[src/rtl/mem_port_arbiter_if.sv]
// Bus bundle between the CPU port, the HOST loader/debug port and the shared RAM.
// slave = arbiter view, master = requester/RAM environment view.
interface mem_port_arbiter_if #(
   parameter int ADDR_W = 16,
   parameter int DATA_W = 16
);
   logic              CpuReq;
   logic              CpuWe;
   logic [ADDR_W-1:0] CpuAddr;
   logic [DATA_W-1:0] CpuWData;
   logic              CpuAck;
   logic              CpuWait;
   logic [DATA_W-1:0] CpuRData;

   logic              HostReq;
   logic              HostWe;
   logic [ADDR_W-1:0] HostAddr;
   logic [DATA_W-1:0] HostWData;
   logic              HostLock;
   logic              HostAck;
   logic [DATA_W-1:0] HostRData;

   logic              MemEn;
   logic              MemWe;
   logic [ADDR_W-1:0] MemAddr;
   logic [DATA_W-1:0] MemWData;
   logic [DATA_W-1:0] MemRData;

   logic              BusOwner;

   modport slave (
      input  CpuReq, CpuWe, CpuAddr, CpuWData,
      output CpuAck, CpuWait, CpuRData,
      input  HostReq, HostWe, HostAddr, HostWData, HostLock,
      output HostAck, HostRData,
      output MemEn, MemWe, MemAddr, MemWData,
      input  MemRData,
      output BusOwner
   );

   modport master (
      output CpuReq, CpuWe, CpuAddr, CpuWData,
      input  CpuAck, CpuWait, CpuRData,
      output HostReq, HostWe, HostAddr, HostWData, HostLock,
      input  HostAck, HostRData,
      input  MemEn, MemWe, MemAddr, MemWData,
      output MemRData,
      input  BusOwner
   );
endinterface

[src/rtl/mem_port_arbiter.sv]
// Two-port arbiter for the single-port instruction/data RAM (CPU vs HOST),
// issuing each access as ISSUE/DONE against a one-cycle-latency block RAM.
//
// state | meaning
// IDLE  | no access in flight; arbitrate both ports, HOST_PRIORITY breaks ties
// ISSUE | MemEn high; RAM writes or samples the read address at cycle end
// DONE  | owner acked, read data captured; hand over to the other port if it waits
module mem_port_arbiter #(
   parameter int ADDR_W        = 16,
   parameter int DATA_W        = 16,
   parameter bit HOST_PRIORITY = 1'b0
) (
   input  logic              CLK,
   input  logic              Reset,
   mem_port_arbiter_if.slave bus
);

   typedef enum logic [1:0] {IDLE, ISSUE, DONE} state_t;

   state_t            state, state_nxt;
   logic              owner;
   logic              mem_we;
   logic [ADDR_W-1:0] mem_addr;
   logic [DATA_W-1:0] mem_wdata;
   logic [DATA_W-1:0] cpu_rdata;
   logic [DATA_W-1:0] host_rdata;
   logic              cpu_elig, host_elig;
   logic              grant, grant_host;

   assign cpu_elig  = bus.CpuReq & ~bus.HostLock;
   assign host_elig = bus.HostReq;

   always_ff @(posedge CLK) begin
      if (Reset) state <= IDLE;
      else       state <= state_nxt;
   end

   always_comb begin
      state_nxt  = state;
      grant      = 1'b0;
      grant_host = 1'b0;
      case (state)
         IDLE: begin
            if (cpu_elig || host_elig) begin
               grant      = 1'b1;
               grant_host = host_elig && (!cpu_elig || HOST_PRIORITY);
               state_nxt  = ISSUE;
            end
         end
         ISSUE: state_nxt = DONE;
         DONE: begin
            // the owner's Req still names the access just acked, so only the other port competes
            state_nxt = IDLE;
            if (owner) begin
               if (cpu_elig) begin
                  grant     = 1'b1;
                  state_nxt = ISSUE;
               end
            end else if (host_elig) begin
               grant      = 1'b1;
               grant_host = 1'b1;
               state_nxt  = ISSUE;
            end
         end
         default: state_nxt = IDLE;
      endcase
   end

   always_ff @(posedge CLK) begin
      if (Reset) begin
         owner      <= 1'b0;
         mem_we     <= 1'b0;
         mem_addr   <= '0;
         mem_wdata  <= '0;
         cpu_rdata  <= '0;
         host_rdata <= '0;
      end else begin
         if (grant) begin
            owner     <= grant_host;
            mem_we    <= grant_host ? bus.HostWe    : bus.CpuWe;
            mem_addr  <= grant_host ? bus.HostAddr  : bus.CpuAddr;
            mem_wdata <= grant_host ? bus.HostWData : bus.CpuWData;
         end
         if (state == DONE && !mem_we) begin
            if (owner) host_rdata <= bus.MemRData;
            else       cpu_rdata  <= bus.MemRData;
         end
      end
   end

   assign bus.MemEn     = (state == ISSUE);
   assign bus.MemWe     = mem_we;
   assign bus.MemAddr   = mem_addr;
   assign bus.MemWData  = mem_wdata;
   assign bus.CpuAck    = (state == DONE) && !owner;
   assign bus.HostAck   = (state == DONE) && owner;
   assign bus.CpuWait   = bus.CpuReq & ~bus.CpuAck;
   assign bus.CpuRData  = cpu_rdata;
   assign bus.HostRData = host_rdata;
   assign bus.BusOwner  = owner;

endmodule

[src/flat_wrapper.sv]
// flat-port wrapper written by rule: the top's interface ports become plain ports
module mem_port_arbiter_flat 
#(
   parameter int ADDR_W        = 16,
   parameter int DATA_W        = 16,
   parameter bit HOST_PRIORITY = 1'b0
)
  (CLK, Reset, bus_CpuReq, bus_CpuWe, bus_CpuAddr, bus_CpuWData, bus_CpuAck, bus_CpuWait, bus_CpuRData, bus_HostReq, bus_HostWe, bus_HostAddr, bus_HostWData, bus_HostLock, bus_HostAck, bus_HostRData, bus_MemEn, bus_MemWe, bus_MemAddr, bus_MemWData, bus_MemRData, bus_BusOwner);
  mem_port_arbiter_if #(.ADDR_W(ADDR_W), .DATA_W(DATA_W)) bus_i ();
  input  logic CLK;
  input  logic Reset;
  input wire logic [$bits(bus_i.CpuReq)-1:0] bus_CpuReq;
  input wire logic [$bits(bus_i.CpuWe)-1:0] bus_CpuWe;
  input wire logic [$bits(bus_i.CpuAddr)-1:0] bus_CpuAddr;
  input wire logic [$bits(bus_i.CpuWData)-1:0] bus_CpuWData;
  output wire logic [$bits(bus_i.CpuAck)-1:0] bus_CpuAck;
  output wire logic [$bits(bus_i.CpuWait)-1:0] bus_CpuWait;
  output wire logic [$bits(bus_i.CpuRData)-1:0] bus_CpuRData;
  input wire logic [$bits(bus_i.HostReq)-1:0] bus_HostReq;
  input wire logic [$bits(bus_i.HostWe)-1:0] bus_HostWe;
  input wire logic [$bits(bus_i.HostAddr)-1:0] bus_HostAddr;
  input wire logic [$bits(bus_i.HostWData)-1:0] bus_HostWData;
  input wire logic [$bits(bus_i.HostLock)-1:0] bus_HostLock;
  output wire logic [$bits(bus_i.HostAck)-1:0] bus_HostAck;
  output wire logic [$bits(bus_i.HostRData)-1:0] bus_HostRData;
  output wire logic [$bits(bus_i.MemEn)-1:0] bus_MemEn;
  output wire logic [$bits(bus_i.MemWe)-1:0] bus_MemWe;
  output wire logic [$bits(bus_i.MemAddr)-1:0] bus_MemAddr;
  output wire logic [$bits(bus_i.MemWData)-1:0] bus_MemWData;
  input wire logic [$bits(bus_i.MemRData)-1:0] bus_MemRData;
  output wire logic [$bits(bus_i.BusOwner)-1:0] bus_BusOwner;
  assign bus_i.CpuReq = bus_CpuReq;
  assign bus_i.CpuWe = bus_CpuWe;
  assign bus_i.CpuAddr = bus_CpuAddr;
  assign bus_i.CpuWData = bus_CpuWData;
  assign bus_CpuAck = bus_i.CpuAck;
  assign bus_CpuWait = bus_i.CpuWait;
  assign bus_CpuRData = bus_i.CpuRData;
  assign bus_i.HostReq = bus_HostReq;
  assign bus_i.HostWe = bus_HostWe;
  assign bus_i.HostAddr = bus_HostAddr;
  assign bus_i.HostWData = bus_HostWData;
  assign bus_i.HostLock = bus_HostLock;
  assign bus_HostAck = bus_i.HostAck;
  assign bus_HostRData = bus_i.HostRData;
  assign bus_MemEn = bus_i.MemEn;
  assign bus_MemWe = bus_i.MemWe;
  assign bus_MemAddr = bus_i.MemAddr;
  assign bus_MemWData = bus_i.MemWData;
  assign bus_i.MemRData = bus_MemRData;
  assign bus_BusOwner = bus_i.BusOwner;
  mem_port_arbiter #(.ADDR_W(ADDR_W), .DATA_W(DATA_W), .HOST_PRIORITY(HOST_PRIORITY)) u_core (.CLK(CLK), .Reset(Reset), .bus(bus_i));
endmodule
[config.mk]
export PLATFORM = sky130hd
export DESIGN_NAME = mem_port_arbiter_flat
export DESIGN_NICKNAME = d
export VERILOG_FILES = /design/src/rtl/mem_port_arbiter_if.sv /design/src/rtl/mem_port_arbiter.sv /design/src/flat_wrapper.sv
export SDC_FILE = /design/constraint.sdc
export NUM_CORES = 1
export LEC_CHECK = 0
export ABC_CLOCK_PERIOD_IN_PS = 1700
export CORE_ASPECT_RATIO = 1.25
export CORE_MARGIN = 2
export CORE_UTILIZATION = 35
export DETAILED_ROUTE_END_ITERATION = 12
export HOLD_SLACK_MARGIN = 0.12
export PLACE_DENSITY = 0.81
export SYNTH_ARGS = -nofsm -noshare
export SYNTH_HDL_FRONTEND = slang
export SYNTH_SLANG_ARGS = --single-unit
[constraint.sdc]
create_clock -name CLK -period 1.7 [get_ports CLK]
set_clock_uncertainty 0.15 [all_clocks]
set_input_delay 0.425 -clock CLK [delete_from_list [all_inputs] [get_ports CLK]]
set_output_delay 0.425 -clock CLK [all_outputs]
set_load 0.01 [all_outputs]
---- After elaboration in Yosys (flattened, before gate mapping) ----
Index checks and enable logic that the tools add are counted.
word-level totals
  output and inout port bits .............. 70
  register bits after elaboration ......... 68
  bits of input ports ..................... 87
  word-level logic and storage cells ...... 42
operators by class
  mux-type cells .......................... 16
  equality and inequality tests ........... 3
  bitwise logic cells ..................... 5
  reduce and logical (&&, ||, !) cells .... 11
operators by type and width
  cell                                                    count
  2-to-1 mux 16 bit                                       2
  2-to-1 mux 1 bit                                        9
  case mux 2 bit (3 select lines)                         1
  logical AND 1 bit                                       4
  2-to-1 mux 2 bit                                        2
  case mux 1 bit (2 select lines)                         2
  AND reduction 2 bit                                     2
  logical NOT 1 bit                                       3
  inverter 1 bit                                          3
  bitwise AND 1 bit                                       2
  equality test 2 x 1 -> 1 bit (second input constant)    1
  equality test 2 bit (second input constant)             1
  logical NOT 2 bit                                       1
  inequality test 2 x 1 -> 1 bit (second input constant)  1
  logical OR 1 bit                                        1

---- Longest topological paths before layout ----
  word-level depth ........................ 7
  depth in mapped cells ................... 6
  depth with buffers taken out ............ 4

---- Worst setup path after synthesis ----
Ideal clock, no wire load.
  kind .................................... in2reg
  start point ............................. input port bus_HostLock
  end point ............................... register u_core.mem_wdata[10], in the netlist u_core.bus.MemWData[10]
  data arrival time ....................... 1.387 ns
  data required time ...................... 1.412 ns
  setup time .............................. 0.138 ns
  stages .................................. 6
  setup slack ............................. 0.025 ns
  path buffers ............................ 2
  path through ............................ or3b_1 -> and3_1 -> buf_6 -> buf_6 -> nand2_1 -> a311oi_2
on the way
  cells in the longest elaborated chain, start to end .. 7
  elaborated cells on any way between the ends .. 12
  classes of those cells .................. 7 x mux; 2 x bitwise; 3 x reduce/logical
ends and longest elaborated chain
  element                          line                    text
  start, declared                  flat_wrapper.sv:23      input wire logic [$bits(bus_i.HostLock)-1:0] bus_HostLock;
  inverter 1 bit (*)               mem_port_arbiter.sv:30  assign cpu_elig = bus.CpuReq & ~bus.HostLock;
  bitwise AND 1 bit (*)            mem_port_arbiter.sv:30
  logical NOT 1 bit                mem_port_arbiter.sv:46  grant_host = host_elig && (!cpu_elig || HOST_PRIORITY);
  logical AND 1 bit                mem_port_arbiter.sv:46
  2-to-1 mux 1 bit                 mem_port_arbiter.sv:44  if (cpu_elig || host_elig) begin
  case mux 1 bit (2 select lines)  mem_port_arbiter.sv:42  case (state)
  2-to-1 mux 16 bit                mem_port_arbiter.sv:82  mem_wdata <= grant_host ? bus.HostWData : bus.CpuWData;
  end signal, assigned             mem_port_arbiter.sv:82
  end, declared                    mem_port_arbiter.sv:24  logic [DATA_W-1:0] mem_wdata;
Every way passes the cells marked *; elsewhere a longest branch is shown, timed or not.
A chain may end at the register's enable or synchronous reset.

---- Final worst setup path ----
  start point ............................. register u_core.state[1]
  end point ............................... register u_core.mem_wdata[9], in the netlist u_core.bus.MemWData[9]
on the way
  cells in the longest elaborated chain, start to end .. 3
  elaborated cells on any way between the ends .. 5
  classes of those cells .................. 1 x eq/ne; 3 x mux; 1 x reduce/logical
ends and longest elaborated chain
  element                                                   line                    text
  start, declared                                           mem_port_arbiter.sv:20  state_t state, state_nxt;
  start signal, assigned                                    mem_port_arbiter.sv:35  else state <= state_nxt;
  equality test 2 bit or logical NOT 2 bit (tied branches)  mem_port_arbiter.sv:42
  case mux 1 bit (2 select lines)                           mem_port_arbiter.sv:42
  2-to-1 mux 16 bit                                         mem_port_arbiter.sv:82
Several ways; a longest one is shown, not always the timed one.

==> flow_summary.json <==
{
  "syn-cell-area_um2": 2890,
  "synth_flop_cell": "dfxtp_1",
  "tns_ps": -2040,
  "min_period_ps": 1780,
  "grt_pass1_vias": 3281,
  "ir_drop_mv": 0.594,
  "arrival_ps": 1890,
  "finalHoldViolCount": 0,
  "required_ps": 1800,
  "ys_seq_area_share_pct": 47.1,
  "synth_top_family_by_area": "compound AO/OA/AOI/OAI gates",
  "synth_xor_area_share_pct": 0,
  "cp-start-kind": "flip-flop",
  "crit_path_top_delay_cell": "or3b_4",
  "postSynthCellCount": 352,
  "fin_crit_sh_pct": 105,
  "antenna_found_initial": 0,
  "layout-drive-gt1-share_pct": 20.1,
  "grt_usage_pct": 22.0,
  "yosys.area_share.simple_pct": 21.1,
  "syn2layout_area_growth_pct": 78.3,
  "dpl.hpwl_um": 6250,
  "cts_tree": "built",
  "dieArea_um2": 9000,
  "max_freq_ghz": 0.560,
  "violations": "negative setup slack",
  "crit_path_max_incr_delay_ps": 410,
  "powerDensity_nw_per_um2": 783,
  "num_antenna_cells": 0,
  "die_y_um": 106,
  "final_core_util_pct": 63.2,
  "synth_edf_count": 0,
  "clk_pin_slew_ps": 70,
  "finalWirelength_um": 10400,
  "rsz0062_at_grt": "yes",
  "synth_compound_area_share_pct": 24.8,
  "drc": 0,
  "coreArea_um2": 8150,
  "wl_per_cell_um": 16.7,
  "fin_cells": 625,
  "drtPass1Iterations": 4,
  "grt_max_degree": 69,
  "clockBufferDepth": 2,
  "syn_area_per_cell_um2": 8.21,
  "portBuffers": 156,
  "fin_total_pwr_mw": 4.03,
  "critical_path_class": "reg -> reg",
  "viasPerCell": 5.23,
  "worst_slew_pin_slew_ps": 363,
  "clkLatencyLatePin_ps": 330,
  "pin_count": 157,
  "rows": 37,
  "drt-initial-drc-count": 130,
  "vias": 3267,
  "initial_core_util_pct": 35.5,
  "ant_nets": 0,
  "crit_chain": "buf_6, or3b_4, nand3_4, clkbuf_16, nand2_1, a311oi_2",
  "setup.worst_path.end_class": "flip-flop",
  "cts_root_buf": "clkbuf_8",
  "synthMuxAreaShare_pct": 0,
  "synth_nets": 439,
  "drv_cap": 0,
  "path_buf_inv": 2,
  "synth_cell_types": 25,
  "hold_class": "reg -> reg",
  "status": "finished, violations left",
  "synth_seq_cells": 68,
  "place.gp.congestion": 0.805,
  "numClockSinks": 68,
  "cp_max_fo": 7,
  "htree_levels": 3,
  "drv_slew": 0,
  "ys_async_sr_fraction_pct": 0,
  "finalSetupViolCount": 37,
  "finalWorstSetupSlack_ps": -84.5,
  "synth_fa_ha_area_share_pct": 0,
  "die_w_um": 85.3,
  "cts_made_buffers": 9,
  "p_leak_nw": 2.19,
  "placed_cells": 592,
  "yosys_warnings": 0,
  "grt_overflow": 0,
  "grt_first_pass_wirelength_um": 15700,
  "fin_nets": 610,
  "critPathTopFamily": "simple AND/OR/NAND/NOR gates",
  "slew_headroom_pct": 75.8
}
per-stage QoR:
stage / instance area, um^2 / hold slack, ps / worst slack [ps]
floorplan: 2890 / 331 / 25.1
global placement: 4590 / 292 / -477
detailed placement: 4590 / 296 / -565
CTS: 4950 / 302 / -78.3
global route: 5150 / 316 / -120
finish: 5150 / 301 / -84.5
final timing paths:
check,start,end,slack (ps),cells after the start
max,u_core.state[1],u_core.bus.MemWData[9],-80,6
min,u_core.bus.CpuRData[5],u_core.bus.CpuRData[5],300,2
max reg2reg,u_core.state[1],u_core.bus.MemWData[9],-80,6
min reg2reg,u_core.bus.CpuRData[5],u_core.bus.CpuRData[5],300,2
sequential cells by signal, indices dropped and copies added, names as in the netlist:
name / flops
u_core.bus.HostRData: 16
u_core.bus.CpuRData: 16
u_core.bus.BusOwner: 1
u_core.bus.MemWe: 1
u_core.state: 2
u_core.bus.MemWData: 16
u_core.bus.MemAddr: 16
cell type report:
class                           instances  area, um^2
Multi-Input combinational cell        250        1520
Timing Repair Buffer                  192        1960
Tap cell                               97         121
Inverter                                2        7.51
Fill cell                             719        3000
Sequential cell                        68        1370
Clock buffer                           12         145
Clock inverter                          4        25.0
cells in the final DEF (no fill, tap or decap), types with 3 or more instances in the layout:
cell type	instances
clkdlybuf4s50_1	82
buf_16	3
buf_2	5
nand2_1	118
clkbuf_8	10
dlygate4sd2_1	68
nor2b_1	4
dfxtp_1	65
a21oi_1	65
nand2_4	5
nand2_2	8
a311oi_1	11
buf_12	8
a311oi_2	22
clkbuf_16	3
buf_4	19
dfxtp_4	3
kinds of logic (layout without fill, tap and decap cells):
group,after synthesis,in the layout
AO/OA/AOI/OAI,102,102
buffers and inverters,34,210
flip-flops,68,68
AND/OR/NAND/NOR,148,148
report_power, final:
part	switching, mW	internal (mW)
Combinational	0.504	0.607
Clock	0.596	0.565
Sequential	0.0615	1.70
worst reg2reg max path, delay by kind of cell, from the launching register on:
family,cells,cell delay [ps]
AND/OR/NAND/NOR,3,630
flip-flops,1,370
AO/OA/AOI/OAI,1,220
buffers and inverters,2,340
per-layer routing:
layer | routed length, um | share of wire (%) | vias to the layer above | GRT usage [%]
met4 | 147 | 1.4 | 0 | 7.48
met3 | 799 | 7.7 | 12 | 5.79
met5 | 0 | 0 | - | 0
met1 | 4060 | 39 | 1553 | 24.4
li1 | - | - | 1561 | -
met2 | 5430 | 52 | 141 | 39.8
cell usage after synthesis (2+ instances only):
master	count	area share, %
clkbuf_1	11	1.4
buf_4	2	0.52
dfxtp_1	68	47
nand3b_1	2	0.52
inv_1	2	0.26
buf_6	7	2.7
a21oi_1	65	11
nor2b_1	6	1.3
a311oi_1	23	7.0
nand2_1	131	17
buf_2	11	1.9
a311oi_2	10	5.2
nand2b_1	2	0.43
repair_timing:
item                                    in CTS  in global routing
setup buffers                                7                  4
resized for setup                          112                 36
pin swaps                                    8                 17
endpoints found under the setup margin     105                 51
hold buffers                                 0                  0
gates cloned                                 6                  3
(Power assumes the default switching activity.)
